--- src/rtl/dac_frame_sequencer.sv ---
// DAC command frame sequencer: after reset it sends a two-frame init sequence.
// Each update snapshots all channel values and streams one write frame per channel.
// Frames are presented on a valid/ready handshake. One update and one re-init can be queued.
module dac_frame_sequencer #(
    parameter int unsigned NUM_CH     = 4,
    parameter int unsigned DATA_W     = 8,
    parameter logic [23:0] RESET_WORD = 24'h280001,
    parameter logic [23:0] LDAC_WORD  = 24'h373FF0
) (
    input  logic                     clk,
    input  logic                     rst,
    input  logic                     update,
    input  logic                     reinit,
    input  logic [NUM_CH*DATA_W-1:0] delta,
    output logic [23:0]              frame_data,
    output logic                     frame_valid,
    input  logic                     frame_ready,
    output logic                     busy,
    output logic                     init_done,
    output logic                     sweep_done,
    output logic                     overrun
);

    localparam int unsigned CH_W         = 3;
    localparam int unsigned DATA_FIELD_W = 16;
    localparam int unsigned PAD_W        = DATA_FIELD_W - DATA_W;
    localparam int unsigned VEC_W        = NUM_CH * DATA_W;
    localparam logic [CH_W-1:0] LAST_CH  = CH_W'(NUM_CH - 1);

    typedef enum logic [1:0] {
        S_INIT0,
        S_INIT1,
        S_IDLE,
        S_SEND
    } state_t;

    state_t             state_q, state_d;
    logic [CH_W-1:0]    ch_q, ch_d;
    logic [VEC_W-1:0]   snap_q, snap_d;
    logic [23:0]        frame_q, frame_d;
    logic               valid_q, valid_d;
    logic               busy_q, busy_d;
    logic               init_done_q, init_done_d;
    logic               sweep_done_q, sweep_done_d;
    logic               overrun_q, overrun_d;
    logic               pend_upd_q, pend_upd_d;
    logic               pend_init_q, pend_init_d;
    logic               xfer;
    logic               job_end;

    // Channel frame: {2'b00, cmd, addr, data16}; last channel also updates all outputs.
    function automatic logic [23:0] build_frame(input logic [CH_W-1:0] ch,
                                                input logic [VEC_W-1:0] src);
        logic [DATA_W-1:0]       val;
        logic [DATA_FIELD_W-1:0] data16;
        logic [2:0]              cmd;
        val    = src[ch*DATA_W +: DATA_W];
        data16 = DATA_FIELD_W'(val) << PAD_W;
        cmd    = (ch == LAST_CH) ? 3'b010 : 3'b000;
        return {2'b00, cmd, ch, data16};
    endfunction

    // Next-state, frame loading and request queueing.
    always_comb begin
        state_d      = state_q;
        ch_d         = ch_q;
        snap_d       = snap_q;
        frame_d      = frame_q;
        valid_d      = valid_q;
        init_done_d  = init_done_q;
        sweep_done_d = 1'b0;
        overrun_d    = 1'b0;
        pend_upd_d   = pend_upd_q;
        pend_init_d  = pend_init_q;
        job_end      = 1'b0;
        xfer         = valid_q & frame_ready;

        // Requests arriving while busy are queued one deep; a second update is dropped.
        if (state_q != S_IDLE) begin
            if (update) begin
                if (pend_upd_q) begin
                    overrun_d = 1'b1;
                end else begin
                    pend_upd_d = 1'b1;
                end
            end
            if (reinit) begin
                pend_init_d = 1'b1;
            end
        end

        case (state_q)
            S_INIT0: begin
                if (!valid_q) begin
                    frame_d = RESET_WORD;
                    valid_d = 1'b1;
                end else if (xfer) begin
                    state_d = S_INIT1;
                    frame_d = LDAC_WORD;
                end
            end
            S_INIT1: begin
                if (xfer) begin
                    init_done_d = 1'b1;
                    job_end     = 1'b1;
                end
            end
            S_IDLE: begin
                if (reinit) begin
                    state_d     = S_INIT0;
                    frame_d     = RESET_WORD;
                    valid_d     = 1'b1;
                    init_done_d = 1'b0;
                    pend_upd_d  = update;
                end else if (update) begin
                    state_d = S_SEND;
                    snap_d  = delta;
                    ch_d    = '0;
                    frame_d = build_frame('0, delta);
                    valid_d = 1'b1;
                end
            end
            S_SEND: begin
                if (xfer) begin
                    if (ch_q == LAST_CH) begin
                        sweep_done_d = 1'b1;
                        job_end      = 1'b1;
                    end else begin
                        ch_d    = CH_W'(ch_q + 3'd1);
                        frame_d = build_frame(CH_W'(ch_q + 3'd1), snap_q);
                    end
                end
            end
            default: begin
                state_d = S_INIT0;
                valid_d = 1'b0;
            end
        endcase

        // End of a job: queued re-init first, then queued update, else go idle.
        if (job_end) begin
            if (pend_init_q) begin
                pend_init_d = 1'b0;
                state_d     = S_INIT0;
                frame_d     = RESET_WORD;
                valid_d     = 1'b1;
                init_done_d = 1'b0;
            end else if (pend_upd_q) begin
                pend_upd_d = 1'b0;
                state_d    = S_SEND;
                snap_d     = delta;
                ch_d       = '0;
                frame_d    = build_frame('0, delta);
                valid_d    = 1'b1;
            end else begin
                state_d = S_IDLE;
                valid_d = 1'b0;
            end
        end

        busy_d = (state_d != S_IDLE);
    end

    // State and output registers.
    always_ff @(posedge clk or posedge rst) begin
        if (rst) begin
            state_q      <= S_INIT0;
            ch_q         <= '0;
            snap_q       <= '0;
            frame_q      <= '0;
            valid_q      <= 1'b0;
            busy_q       <= 1'b0;
            init_done_q  <= 1'b0;
            sweep_done_q <= 1'b0;
            overrun_q    <= 1'b0;
            pend_upd_q   <= 1'b0;
            pend_init_q  <= 1'b0;
        end else begin
            state_q      <= state_d;
            ch_q         <= ch_d;
            snap_q       <= snap_d;
            frame_q      <= frame_d;
            valid_q      <= valid_d;
            busy_q       <= busy_d;
            init_done_q  <= init_done_d;
            sweep_done_q <= sweep_done_d;
            overrun_q    <= overrun_d;
            pend_upd_q   <= pend_upd_d;
            pend_init_q  <= pend_init_d;
        end
    end

    assign frame_data  = frame_q;
    assign frame_valid = valid_q;
    assign busy        = busy_q;
    assign init_done   = init_done_q;
    assign sweep_done  = sweep_done_q;
    assign overrun     = overrun_q;

endmodule
--- config.mk ---
export PLATFORM = sky130hd
export DESIGN_NAME = dac_frame_sequencer
export DESIGN_NICKNAME = d
export VERILOG_FILES = /design/src/rtl/dac_frame_sequencer.sv
export SDC_FILE = /design/constraint.sdc
export NUM_CORES = 1
export LEC_CHECK = 0
export ABC_AREA = 1
export CAP_MARGIN = 20
export CORE_MARGIN = 2
export CORE_UTILIZATION = 35
export DETAILED_ROUTE_END_ITERATION = 10
export GPL_TIMING_DRIVEN = 0
export PLACE_DENSITY_LB_ADDON = 0.2
export SLEW_MARGIN = 0
export SYNTH_ARGS = -nofsm -noshare
export SYNTH_HDL_FRONTEND = slang
export SYNTH_SLANG_ARGS = --single-unit
export TNS_END_PERCENT = 1
--- constraint.sdc ---
create_clock -name clk -period 1.8 [get_ports clk]
set_input_delay 0.18 -clock clk [delete_from_list [all_inputs] [get_ports clk]]
set_output_delay 0.18 -clock clk [all_outputs]
set_load 0.05 [all_outputs]
==> out/qor.yml <==
ys_types: 31
grt_max_degree: 39
cp.buffers_inverters: 1
n_antenna_cell: 0
maxSlewHeadroom: 0.445
synth_cells: 469
required_ns: 2.08
core_area_sq_um: 10300
io_pins: 66
grt_pass1_wl_um: 15900
cts_num_sinks: 68
crit_chain: "ha_4 -> nand2_4 -> a21oi_4 -> nand3_4 -> nand2_8 -> clkbuf_16 -> nand2_2 -> o21ai_2"
cts_made_buffers: 9
peakVddDrop_mv: 0.687
maxCapViolCount: 0
grt_setup_unrepaired: "true"
seq_area_frac_synth: 0.461
start_util: 0.359
setup_viol: 0
critPathSlowestCell: "dfrtp_2"
postPlaceCellArea_sq_um: 4520
fill_cells: 1045
drv_slew: 0
clkTransAtPathRegs_ns: 0.08
layout_commonest_cell: "nand2_1"
endpoint_kind: "flip-flop"
holdWs_ns: 0.314
status: "complete, no violations"
cp.depth: 8
powerDensity_nw_per_um2: 1620
synth_seq_cells: 68
crit_arrival_ns: 2.06
synth-warning-count: 0
final_area_sq_um: 5070
first_global_vias: 3234
grt.total_usage: 0.177
numPortBuffers: 64
synth_area_per_cell_sq_um: 7.86
hold_viol_final: 0
startpoint: "state_q[0]"
drive_gt1_frac: 0.181
layout.cells.most_common_list: "142 x nand2_1, 66 x dfrtp_1, 61 x clkdlybuf4s50_1"
dpl.cell_count: 670
setup_tns_ns: 0
worst_pin_slew_ns: 0.831
fin_util: 0.494
r2r_slack_ns: 0.02
critical_path.top_delay_family: "flip-flops"
core.rowCount: 37
r2r-start: "state_q[0]"
routabilityCongestion: 0.869
synth.net_count: 516
syn_area_sq_um: 3690
hpwlAfterDp_um: 7270
layout.nets: 605
antenna_found_initial: 0
cp-start-kind: "flip-flop"
rr_worst_depth: 8
clk_latency_ns: 0.35
power_leakage_nw: 2.40
min_path_type: "in -> reg"
die_h_um: 107
finalNonFillerCells: 699
fin_worst_skew_ns: 0.0110
cts_tree: "built"
cts_buffer_depth: 2
cp-endpoint: "snap_q[6]"
vias: 3386
drc: 0
r2r_end: "snap_q[6]"
ant_nets: 0
layout-area-overhead-vs-synth_pct: 37.6
fmax_mhz: 562
root_buffer: "clkbuf_8"
period_minus_slack_ns: 1.78
detail_route.first_pass.iterations: 4
cts_max_level: 3
drt-vias-per-instance: 4.84
cp_max_fo: 8
avgRoutedWirePerCell_um: 14.4
wl_um: 10100
die_x_um: 107
hold_depth: 3
fp.dieArea_sq_um: 11400
drtIter0Drc: 147
worst-setup-path-type: "reg -> reg"
gr-total-overflow: 0
max_stage_delay_ns: 0.50
post-route-period-util: 0.988
==> timing repair <==
item,in CTS,in global routing
buffers inserted,0,8
hold buffers,0,0
setup endpoints to repair,64,66
cloned,0,6
resized for setup,15,49
pin swaps,0,4
==> layout make-up <==
| class | instances | area [sq um] | area share |
|---|---|---|---|
| clock buffers | 10 | 128 | 0.0252 |
| flip-flops and latches | 68 | 1700 | 0.336 |
| clock inverters | 6 | 41.3 | 0.00814 |
| inverters | 56 | 219 | 0.0432 |
| plain buffers | 17 | 159 | 0.0313 |
| repair buffers | 77 | 807 | 0.159 |
| multi-input cells | 329 | 1840 | 0.364 |
| well taps | 136 | 170 | 0.0335 |
==> state kept, by name, indices dropped and copies added (netlist names) <==
signal       count
busy             1
ch_q             3
frame_data      24
frame_valid      1
init_done        1
overrun          1
pend_init_q      1
pend_upd_q       1
snap_q          32
state_q          2
sweep_done       1
==> report_power, final <==
group | total, W | switching [W] | internal (W) | leakage (nW)
clock | 0.00112 | 0.000624 | 0.000497 | 0.0783
combinational | 0.00459 | 0.00288 | 0.00171 | 1.47
sequential | 0.00250 | 0.000365 | 0.00213 | 0.858
total | 0.00820 | 0.00386 | 0.00434 | 2.40
==> tightest hold or removal path: cells and delay by family <==
kind,cells,cell delay (ns)
simple gates,1,0.09
buf+inv,2,0.35
==> kinds of logic after synthesis <==
kind of cell / after synthesis / synth area share
AND/OR/NAND/NOR: 219 / 0.251
AO/OA/AOI/OAI: 98 / 0.163
buffers and inverters: 74 / 0.0906
flip-flops: 68 / 0.461
adder cells (fa/ha/maj): 10 / 0.0339
==> worst min path at each step <==
stage,slack (ns),endpoint,startpoint
after floorplan,0.29,snap_q[10],delta[10]
after global placement,0.49,frame_data[2],frame_data[2]
after detailed placement,0.49,snap_q[27],snap_q[27]
after CTS,0.30,overrun,update
after global routing,0.33,overrun,update
final,0.31,overrun,update
==> synth_stat cells, drive strengths merged <==
| cell | count | area (sq um) |
|---|---|---|
| nor3 | 2 | 10.0 |
| nor2 | 22 | 100 |
| nand3 | 37 | 203 |
| or2 | 1 | 6.26 |
| o31ai | 3 | 22.5 |
| inv | 55 | 206 |
| ha | 10 | 125 |
| a211oi | 1 | 7.51 |
| o22ai | 1 | 6.26 |
| nand2 | 154 | 588 |
| clkinv | 1 | 3.75 |
| nand4 | 3 | 18.8 |
| o211ai | 7 | 52.6 |
| clkbuf | 5 | 18.8 |
| o21ai | 43 | 283 |
| a31oi | 2 | 12.5 |
| a21oi | 41 | 216 |
| buf | 13 | 105 |
| dfrtp | 68 | 1700 |
==> per-layer routing <==
metal / wire length [um] / track usage
met1: 4750 / 0.240
met2: 4680 / 0.291
met3: 497 / 0.0407
met4: 158 / 0.0408
met5: 0 / 0
==> stage by stage <==
step / setup slack, ns / power (W)
final: 0.0213 / 0.00820
after global routing: -0.0492 / 0.00885
after CTS: -0.0783 / 0.00779
after detailed placement: -0.249 / 0.00660
after global placement: -0.224 / 0.00651
after floorplan: 0.136 / 0.00537
Power figures use the tool's default switching activity.
